`src/rtl/mux2_arb_pkg.sv`:
```
// Shared types and defaults for the two-source round-robin mux arbiter.
// Optional feature macro: ARB_LOCK_EN (burst lock FSM, see mux2_rr_arbiter).
package mux2_arb_pkg;

  typedef enum logic {
    SRC_A = 1'b0,
    SRC_B = 1'b1
  } src_t;

  typedef enum logic {
    ARB_RR     = 1'b0,
    ARB_LOCKED = 1'b1
  } arb_state_t;

  localparam int DEF_WIDTH     = 8;
  localparam int DEF_MAX_BURST = 4;

endpackage

```
`src/rtl/mux2_arb_pick.sv`:
```
// Combinational grant picker for two requesters. A source is eligible when it
// is valid and its bit in mask_i is set (bit 0 = A, bit 1 = B). When both are
// eligible the priority bit decides; otherwise the lone eligible source wins.
module mux2_arb_pick
  import mux2_arb_pkg::*;
(
  input  logic       a_valid_i,
  input  logic       b_valid_i,
  input  logic       prio_i,
  input  logic [1:0] mask_i,
  output logic       grant_valid_o,
  output logic       grant_o
);

  logic a_elig;
  logic b_elig;

  // Eligibility, then priority resolution when both sources compete.
  always_comb begin
    a_elig        = a_valid_i && mask_i[0];
    b_elig        = b_valid_i && mask_i[1];
    grant_valid_o = a_elig || b_elig;
    if (a_elig && b_elig) begin
      grant_o = prio_i;
    end else if (b_elig) begin
      grant_o = SRC_B;
    end else begin
      grant_o = SRC_A;
    end
  end

endmodule

```
`src/rtl/mux2_rr_arbiter.sv`:
```
// Round-robin arbiter sharing one 2:1 data mux between sources A and B, with a
// one-entry registered output stage and valid/ready handshakes on all sides.
// Optional macro ARB_LOCK_EN adds a_lock/b_lock ports and a two-state lock FSM
// that lets one source hold the mux for up to MAX_BURST consecutive transfers.
module mux2_rr_arbiter
  import mux2_arb_pkg::*;
#(
  parameter int WIDTH     = DEF_WIDTH,
  parameter int MAX_BURST = DEF_MAX_BURST
) (
  input  logic             clk,
  input  logic             reset,
  input  logic             a_valid,
  input  logic [WIDTH-1:0] a_data,
  output logic             a_ready,
  input  logic             b_valid,
  input  logic [WIDTH-1:0] b_data,
  output logic             b_ready,
  output logic             out_valid,
  output logic [WIDTH-1:0] out_data,
  output logic             out_sel,
  input  logic             out_ready
`ifdef ARB_LOCK_EN
  ,
  input  logic             a_lock,
  input  logic             b_lock
`endif
);

  logic             out_valid_q, out_valid_d;
  logic [WIDTH-1:0] out_data_q,  out_data_d;
  src_t             out_sel_q,   out_sel_d;
  src_t             prio_q,      prio_d;

  logic       load;
  logic       xfer;
  logic [1:0] mask;
  logic       grant_valid;
  logic       grant_bit;
  src_t       grant;

  // The register can accept a word when empty or draining this same edge.
  assign load  = !out_valid_q || out_ready;
  assign grant = src_t'(grant_bit);
  assign xfer  = !reset && load && grant_valid;

  assign a_ready = xfer && (grant == SRC_A);
  assign b_ready = xfer && (grant == SRC_B);

  mux2_arb_pick u_pick (
    .a_valid_i    (a_valid),
    .b_valid_i    (b_valid),
    .prio_i       (prio_q),
    .mask_i       (mask),
    .grant_valid_o(grant_valid),
    .grant_o      (grant_bit)
  );

`ifdef ARB_LOCK_EN
  localparam int BW = $clog2(MAX_BURST + 1);

  arb_state_t    state_q, state_d;
  src_t          owner_q, owner_d;
  logic [BW-1:0] burst_q, burst_d;
  logic [BW-1:0] burst_inc;
  logic          grant_lock;
  logic          owner_valid;

  assign mask        = (state_q == ARB_LOCKED) ? ((owner_q == SRC_B) ? 2'b10 : 2'b01) : 2'b11;
  assign grant_lock  = (grant == SRC_B) ? b_lock : a_lock;
  assign owner_valid = (owner_q == SRC_B) ? b_valid : a_valid;

  // Lock FSM next state: enter on a locked transfer, leave on unlock, idle owner or full burst.
  always_comb begin
    state_d   = state_q;
    owner_d   = owner_q;
    burst_d   = burst_q;
    prio_d    = prio_q;
    burst_inc = burst_q + 1'b1;
    case (state_q)
      ARB_RR: begin
        if (xfer) begin
          prio_d = src_t'(~grant);
          if (grant_lock && (MAX_BURST > 1)) begin
            state_d = ARB_LOCKED;
            owner_d = grant;
            burst_d = BW'(1);
          end
        end
      end
      ARB_LOCKED: begin
        if (load && !owner_valid) begin
          state_d = ARB_RR;
          burst_d = '0;
          prio_d  = src_t'(~owner_q);
        end else if (xfer) begin
          burst_d = burst_inc;
          if (!grant_lock || (burst_inc >= BW'(MAX_BURST))) begin
            state_d = ARB_RR;
            burst_d = '0;
            prio_d  = src_t'(~owner_q);
          end
        end
      end
      default: state_d = ARB_RR;
    endcase
  end

  // Lock FSM state, owner and burst counter registers.
  always_ff @(posedge clk) begin
    if (reset) begin
      state_q <= ARB_RR;
      owner_q <= SRC_A;
      burst_q <= '0;
    end else begin
      state_q <= state_d;
      owner_q <= owner_d;
      burst_q <= burst_d;
    end
  end
`else
  assign mask = 2'b11;

  // Plain round-robin: after each transfer the other source is favoured.
  always_comb begin
    prio_d = prio_q;
    if (xfer) begin
      prio_d = src_t'(~grant);
    end
  end
`endif

  // Output stage next state: refill on grant, empty on idle load, else hold.
  always_comb begin
    out_valid_d = out_valid_q;
    out_data_d  = out_data_q;
    out_sel_d   = out_sel_q;
    if (load) begin
      if (grant_valid) begin
        out_valid_d = 1'b1;
        out_data_d  = (grant == SRC_B) ? b_data : a_data;
        out_sel_d   = grant;
      end else begin
        out_valid_d = 1'b0;
      end
    end
  end

  // Output register and priority bit; reset drops any held word.
  always_ff @(posedge clk) begin
    if (reset) begin
      out_valid_q <= 1'b0;
      out_data_q  <= '0;
      out_sel_q   <= SRC_A;
      prio_q      <= SRC_A;
    end else begin
      out_valid_q <= out_valid_d;
      out_data_q  <= out_data_d;
      out_sel_q   <= out_sel_d;
      prio_q      <= prio_d;
    end
  end

  assign out_valid = out_valid_q;
  assign out_data  = out_data_q;
  assign out_sel   = out_sel_q;

endmodule

```
`config.mk`:
```
export PLATFORM = sky130hd
export DESIGN_NAME = mux2_rr_arbiter
export DESIGN_NICKNAME = d
export VERILOG_FILES = /design/src/rtl/mux2_arb_pkg.sv /design/src/rtl/mux2_arb_pick.sv /design/src/rtl/mux2_rr_arbiter.sv
export SDC_FILE = /design/constraint.sdc
export NUM_CORES = 1
export LEC_CHECK = 0
export ABC_AREA = 1
export CORE_MARGIN = 2
export CORE_UTILIZATION = 40
export CTS_CLUSTER_DIAMETER = 80
export CTS_CLUSTER_SIZE = 25
export DETAILED_ROUTE_END_ITERATION = 10
export GPL_ROUTABILITY_DRIVEN = 0
export PLACE_DENSITY = 0.87
export SYNTH_ARGS = -nofsm -noshare
export SYNTH_HDL_FRONTEND = slang
export SYNTH_SLANG_ARGS = --single-unit
export TNS_END_PERCENT = 1
```
`constraint.sdc`:
```
create_clock -name clk -period 2.9 [get_ports clk]
set_clock_uncertainty 0.15 [all_clocks]
set_input_delay 0.58 -clock clk [delete_from_list [all_inputs] [get_ports clk]]
set_output_delay 0.58 -clock clk [all_outputs]
set_load 0.02 [all_outputs]
```
**Word-level counts from Yosys, hierarchy flattened**

Cells that the tools add are included.

- Register bits: 11
- Input bits: 21
- Logic and storage cells: 19

- Multiplexer cells: 4
- Bitwise gates (word level): 1
- Reductions and logical operators: 10

Operators with widths:

| operator | count |
|---|---|
| $mux 8 | 1 |
| $logic_and 1x1->1 | 5 |
| $mux 1 | 3 |
| $logic_not 1->1 | 2 |
| $logic_or 1x1->1 | 2 |
| $reduce_and 2->1 | 1 |
| $not 1->1 | 1 |

**Longest topological paths before layout**

- Depth after elaboration: 5
- Depth in mapped cells: 7

**Cells and area by module**

Synthesis repeated with hierarchy kept, for this count alone.

- Cell total of the unflattened synthesis: 84
- Area, all modules: 550.5 sq um

Modules (own cells, without submodules):

| module | times used | cells an instance | area an instance (sq um) |
|---|---|---|---|
| mux2_rr_arbiter | 1 | 79 | 531.8 |
| mux2_arb_pick | 1 | 5 | 18.8 |

**Worst setup path after synthesis**

Ideal clock, no wire load.

- Kind: input to output
- Start point: input port b_valid
- End point: output port a_ready
- Arrival time: 1.232 ns
- Data required time: 2.170 ns
- Path slack: 0.938 ns
- Stages on the path: 5
- Buffers on the path: 1
- Cells stage by stage: buf_6 nor2_4 nor2_2 inv_1 nor2_1

- Word-level cells in the longest chain between the ends: 4
- Elaborated cells between the ends (all ways): 7

Ends and longest elaborated chain:

| what | RTL line | text |
|---|---|---|
| from (decl) | mux2_rr_arbiter.sv:16 | `input logic b_valid,` |
| $mux 1 / $logic_and 1x1->1 (equally long branches) | mux2_arb_pick.sv:25, mux2_arb_pick.sv:23 |  |
| $mux 1 | mux2_arb_pick.sv:23 | `if (a_elig && b_elig) begin` |
| $not 1->1 | mux2_rr_arbiter.sv:47 | `assign a_ready = xfer && (grant == SRC_A);` |
| $logic_and 1x1->1 (*) | mux2_rr_arbiter.sv:47 |  |
| to (decl) | mux2_rr_arbiter.sv:15 | `output logic a_ready,` |

Every way passes the cells marked *; elsewhere a longest branch is shown, timed or not.

**Worst setup path in the final report**

- Start point: input port b_valid
- End point: output port b_ready

- Word-level cells in the longest chain between the ends: 3
- Elaborated cells between the ends (all ways): 6

Ends and longest elaborated chain:

| what | RTL line | text |
|---|---|---|
| $mux 1 (tied with other cells) | mux2_arb_pick.sv:25 | `end else if (b_elig) begin` |
| $mux 1 / $logic_and 1x1->1 (equally long branches) | mux2_arb_pick.sv:23, mux2_rr_arbiter.sv:45 |  |
| $logic_and 1x1->1 (*) | mux2_rr_arbiter.sv:48 | `assign b_ready = xfer && (grant == SRC_B);` |
| to (decl) | mux2_rr_arbiter.sv:18 | `output logic b_ready,` |

Marks and branches as above.

==> results by group <==
Route
  • Post-DR wirelength/cell: between 10 and 15 um
  • Initial DRC count: 14
  • Residual DRC: 0
  • Pre-Repair DR Iteration Count: 4
  • Routed Antenna Nets: 0
  • Via count: 693
  • Final WL: between 1.5 and 2 mm
  • DR vias/cell: 4.71

Critical path
  • CP startpoint: b_valid
  • Worst EP arrival: around 1.8 ns
  • Critical path class: input pin to primary output
  • CP Capture Type: primary output
  • Worst reg2reg startpoint: out_valid$_SDFFE_PP0P_
  • FF-to-FF setup slack: around 1.7 ns
  • CP Launch Type: input pin
  • CP required: 2.17 ns
  • R2R depth: 6
  • Worst Path Max Fanout: 4
  • R2r endpoint: out_sel$_SDFFE_PP0P_
  • Worst setup path endpoint: b_ready

Yosys
  • Post-synth top area share: 36.1%
  • #FFs+latches synth: 11
  • Yosys warnings: 0
  • Syn avg cell area: 6.85 um2
  • Synth top area cells: dfxtp_1 36%, nand2_1 14%, inv_1 12%, nand3_1 8.2%, nand4_1 8.2%
  • Netlist cell types: 14
  • Post-synthesis sequential area ratio: between 30% and 40%
  • Syn_nets: 110
  • Yosys top cell by area: dfxtp_1
  • Post-Synthesis Cells: between 80 and 90
  • Cell area after synthesis: between 600 and 700 um2

Clocking
  • Clock sink count: 11
  • Clock latency on the worst-skew pair: 0.26 ns
  • Longest Clk Path Bufs: 2
  • CTS tree: built
  • CTS buffer count: 3
  • CTS clk-pin slew, worst paths: 0.07 ns
  • CTS root buf: clkbuf_4
  • H-tree levels: 1
  • Cts hold-fix bufs: 0

Pwr
  • Power Total: 0.413 mW
  • Peak supply drop: 0.000251 V
  • P per Cell Area: 405 mW/mm2
  • Leakage: 0.538 nW

STA
  • Final WS setup: between 0.4 and 0.5 ns
  • Final Hold Fails: 0
  • Rel. slew slack: between 80% and 90%
  • Min Tclk post-route: 2.48 ns
  • Unrepaired setup endpoints after global routing: no
  • Worst Tran Pin Value: 0.279 ns
  • Setup TNS: 0 ns
  • Final period util: 85.4%
  • Final Setup Violations: 0
  • Max Clk Rate: slightly above 400 MHz
  • Final Max Tran Viols: 0

Floorplan
  • Initial core utilization: 41.4%
  • Floorplan row count: 14
  • Chip Width: 43.0 um
  • Die Span Y: roughly 43 um
  • Top Ports: 33
  • Die area: 0.00185 mm2
  • Core Region: 0.00147 mm2

Cells and area
  • Antenna Cells: 0
  • Final std cells w/o fill: 147
  • FILL cells: 139
  • Layout cell share with drive strength beyond 1: 15.3%
  • Final #Nets: between 150 and 200
  • Layout area overhead: 67.1%
  • Utilization after layout: between 60 and 70%

Placed design
  • Pre-CTS setup slack: 0.0352 ns
  • Input/output buffers: 32
  • DP Cell Count: 143
  • Detailed placement HPWL: 1.23 mm

Global routing
  • Largest net degree at the start of global routing: 11
  • GRT Resource Usage Total: approximately a fifth
  • Vias in the first global route: between 600 and 700
  • Initial antenna violation count: 0
  • Total gr overflow: 0
  • First-pass GRT wire length: 2.69 mm

Min path
  • HP Class: flop to flop
  • Hold_sp: out_data[5]$_SDFFE_PP0P_

Flow run
  • Max-capacitance violation count: 0

Run status
  • Status: completed
==> worst max-delay path, cell delays in order <==
cell	delay, ns
clkdlybuf4s50_1	0.59
nor2_4	0.07
nor2_2	0.14
inv_1	0.08
nor2_1	0.07
dlymetal6s2s_1	0.22
==> cells in the final DEF (no fill, tap or decap) <==
| cell type | n |
|---|---|
| dlymetal6s2s_1 | 2 |
| inv_2 | 1 |
| a21oi_1 | 2 |
| nor2_2 | 1 |
| clkbuf_4 | 3 |
| nand3_1 | 10 |
| clkbuf_1 | 1 |
| inv_1 | 19 |
| nand2_2 | 4 |
| nand4_1 | 8 |
| dfxtp_1 | 11 |
| nor2_4 | 2 |
| o21ai_1 | 2 |
| nand2_1 | 23 |
| buf_4 | 8 |
| nor2_8 | 1 |
| clkdlybuf4s50_1 | 30 |
| nor2_1 | 3 |
==> stage by stage <==
stage | cell area, um2 | hold WS [ns]
floorplan | 609 | 0.284
global placement | 987 | 0.288
detailed placement | 987 | 0.290
CTS | 1010 | 0.304
global route | 1020 | 0.320
finish | 1020 | 0.304
==> cells in the mapped netlist (all sizes together) <==
master / n
a21oi: 2
buf: 2
dfxtp: 11
inv: 20
nand2: 27
nand3: 10
nand4: 8
nor2: 7
o21ai: 2
==> where the power goes <==
part | switching, mW | leakage (nW) | internal (mW)
logic | 0.0642 | 0.432 | 0.0706
clock network | 0.0523 | 0.0150 | 0.0532
registers | 0.00747 | 0.0913 | 0.165
==> kinds of logic after synthesis <==
| group | Yosys count | synth area share [%] |
|---|---|---|
| flip-flops | 11 | 36.1 |
| buffers and inverters | 22 | 16.0 |
| AO/OA/AOI/OAI | 4 | 3.29 |
| AND/OR/NAND/NOR | 52 | 44.6 |
==> sequential cells by signal, indices dropped and copies added, names as in the netlist <==
name       count
out_sel        1
out_valid      1
out_data       8
prio_q         1
==> timing repair <==
item,CTS,global route
setup buffers,0,0
gates resized for setup,0,2
setup endpoints to repair,0,2
==> worst min path at each step <==
stage                                    end  slack [ns]  cells past startpoint
floorplan                prio_q$_SDFFE_PP0P_        0.28                      2
global placement    out_data[4]$_SDFFE_PP0P_        0.29                      2
detailed placement  out_data[5]$_SDFFE_PP0P_        0.29                      2
CTS                 out_data[5]$_SDFFE_PP0P_        0.30                      2
global route        out_data[1]$_SDFFE_PP0P_        0.32                      2
finish              out_data[5]$_SDFFE_PP0P_        0.30                      2
==> area by class of cell <==
type / instances / area, um2 / share of cell area (%)
flip-flops and latches: 11 / 220 / 21.6
multi-input cells: 56 / 292 / 28.6
well taps: 16 / 20.0 / 1.97
inverters: 20 / 75.1 / 7.37
clock buffers: 4 / 26.3 / 2.58
repair buffers: 40 / 385 / 37.8
==> per-layer routing <==
metal  routed length (um)  GRT usage (%)
met1                  649           23.2
met2                  754           33.0
met3                  111           3.83
met4                    7           5.45
met5                    0              0
Power figures use the tool's default switching activity.
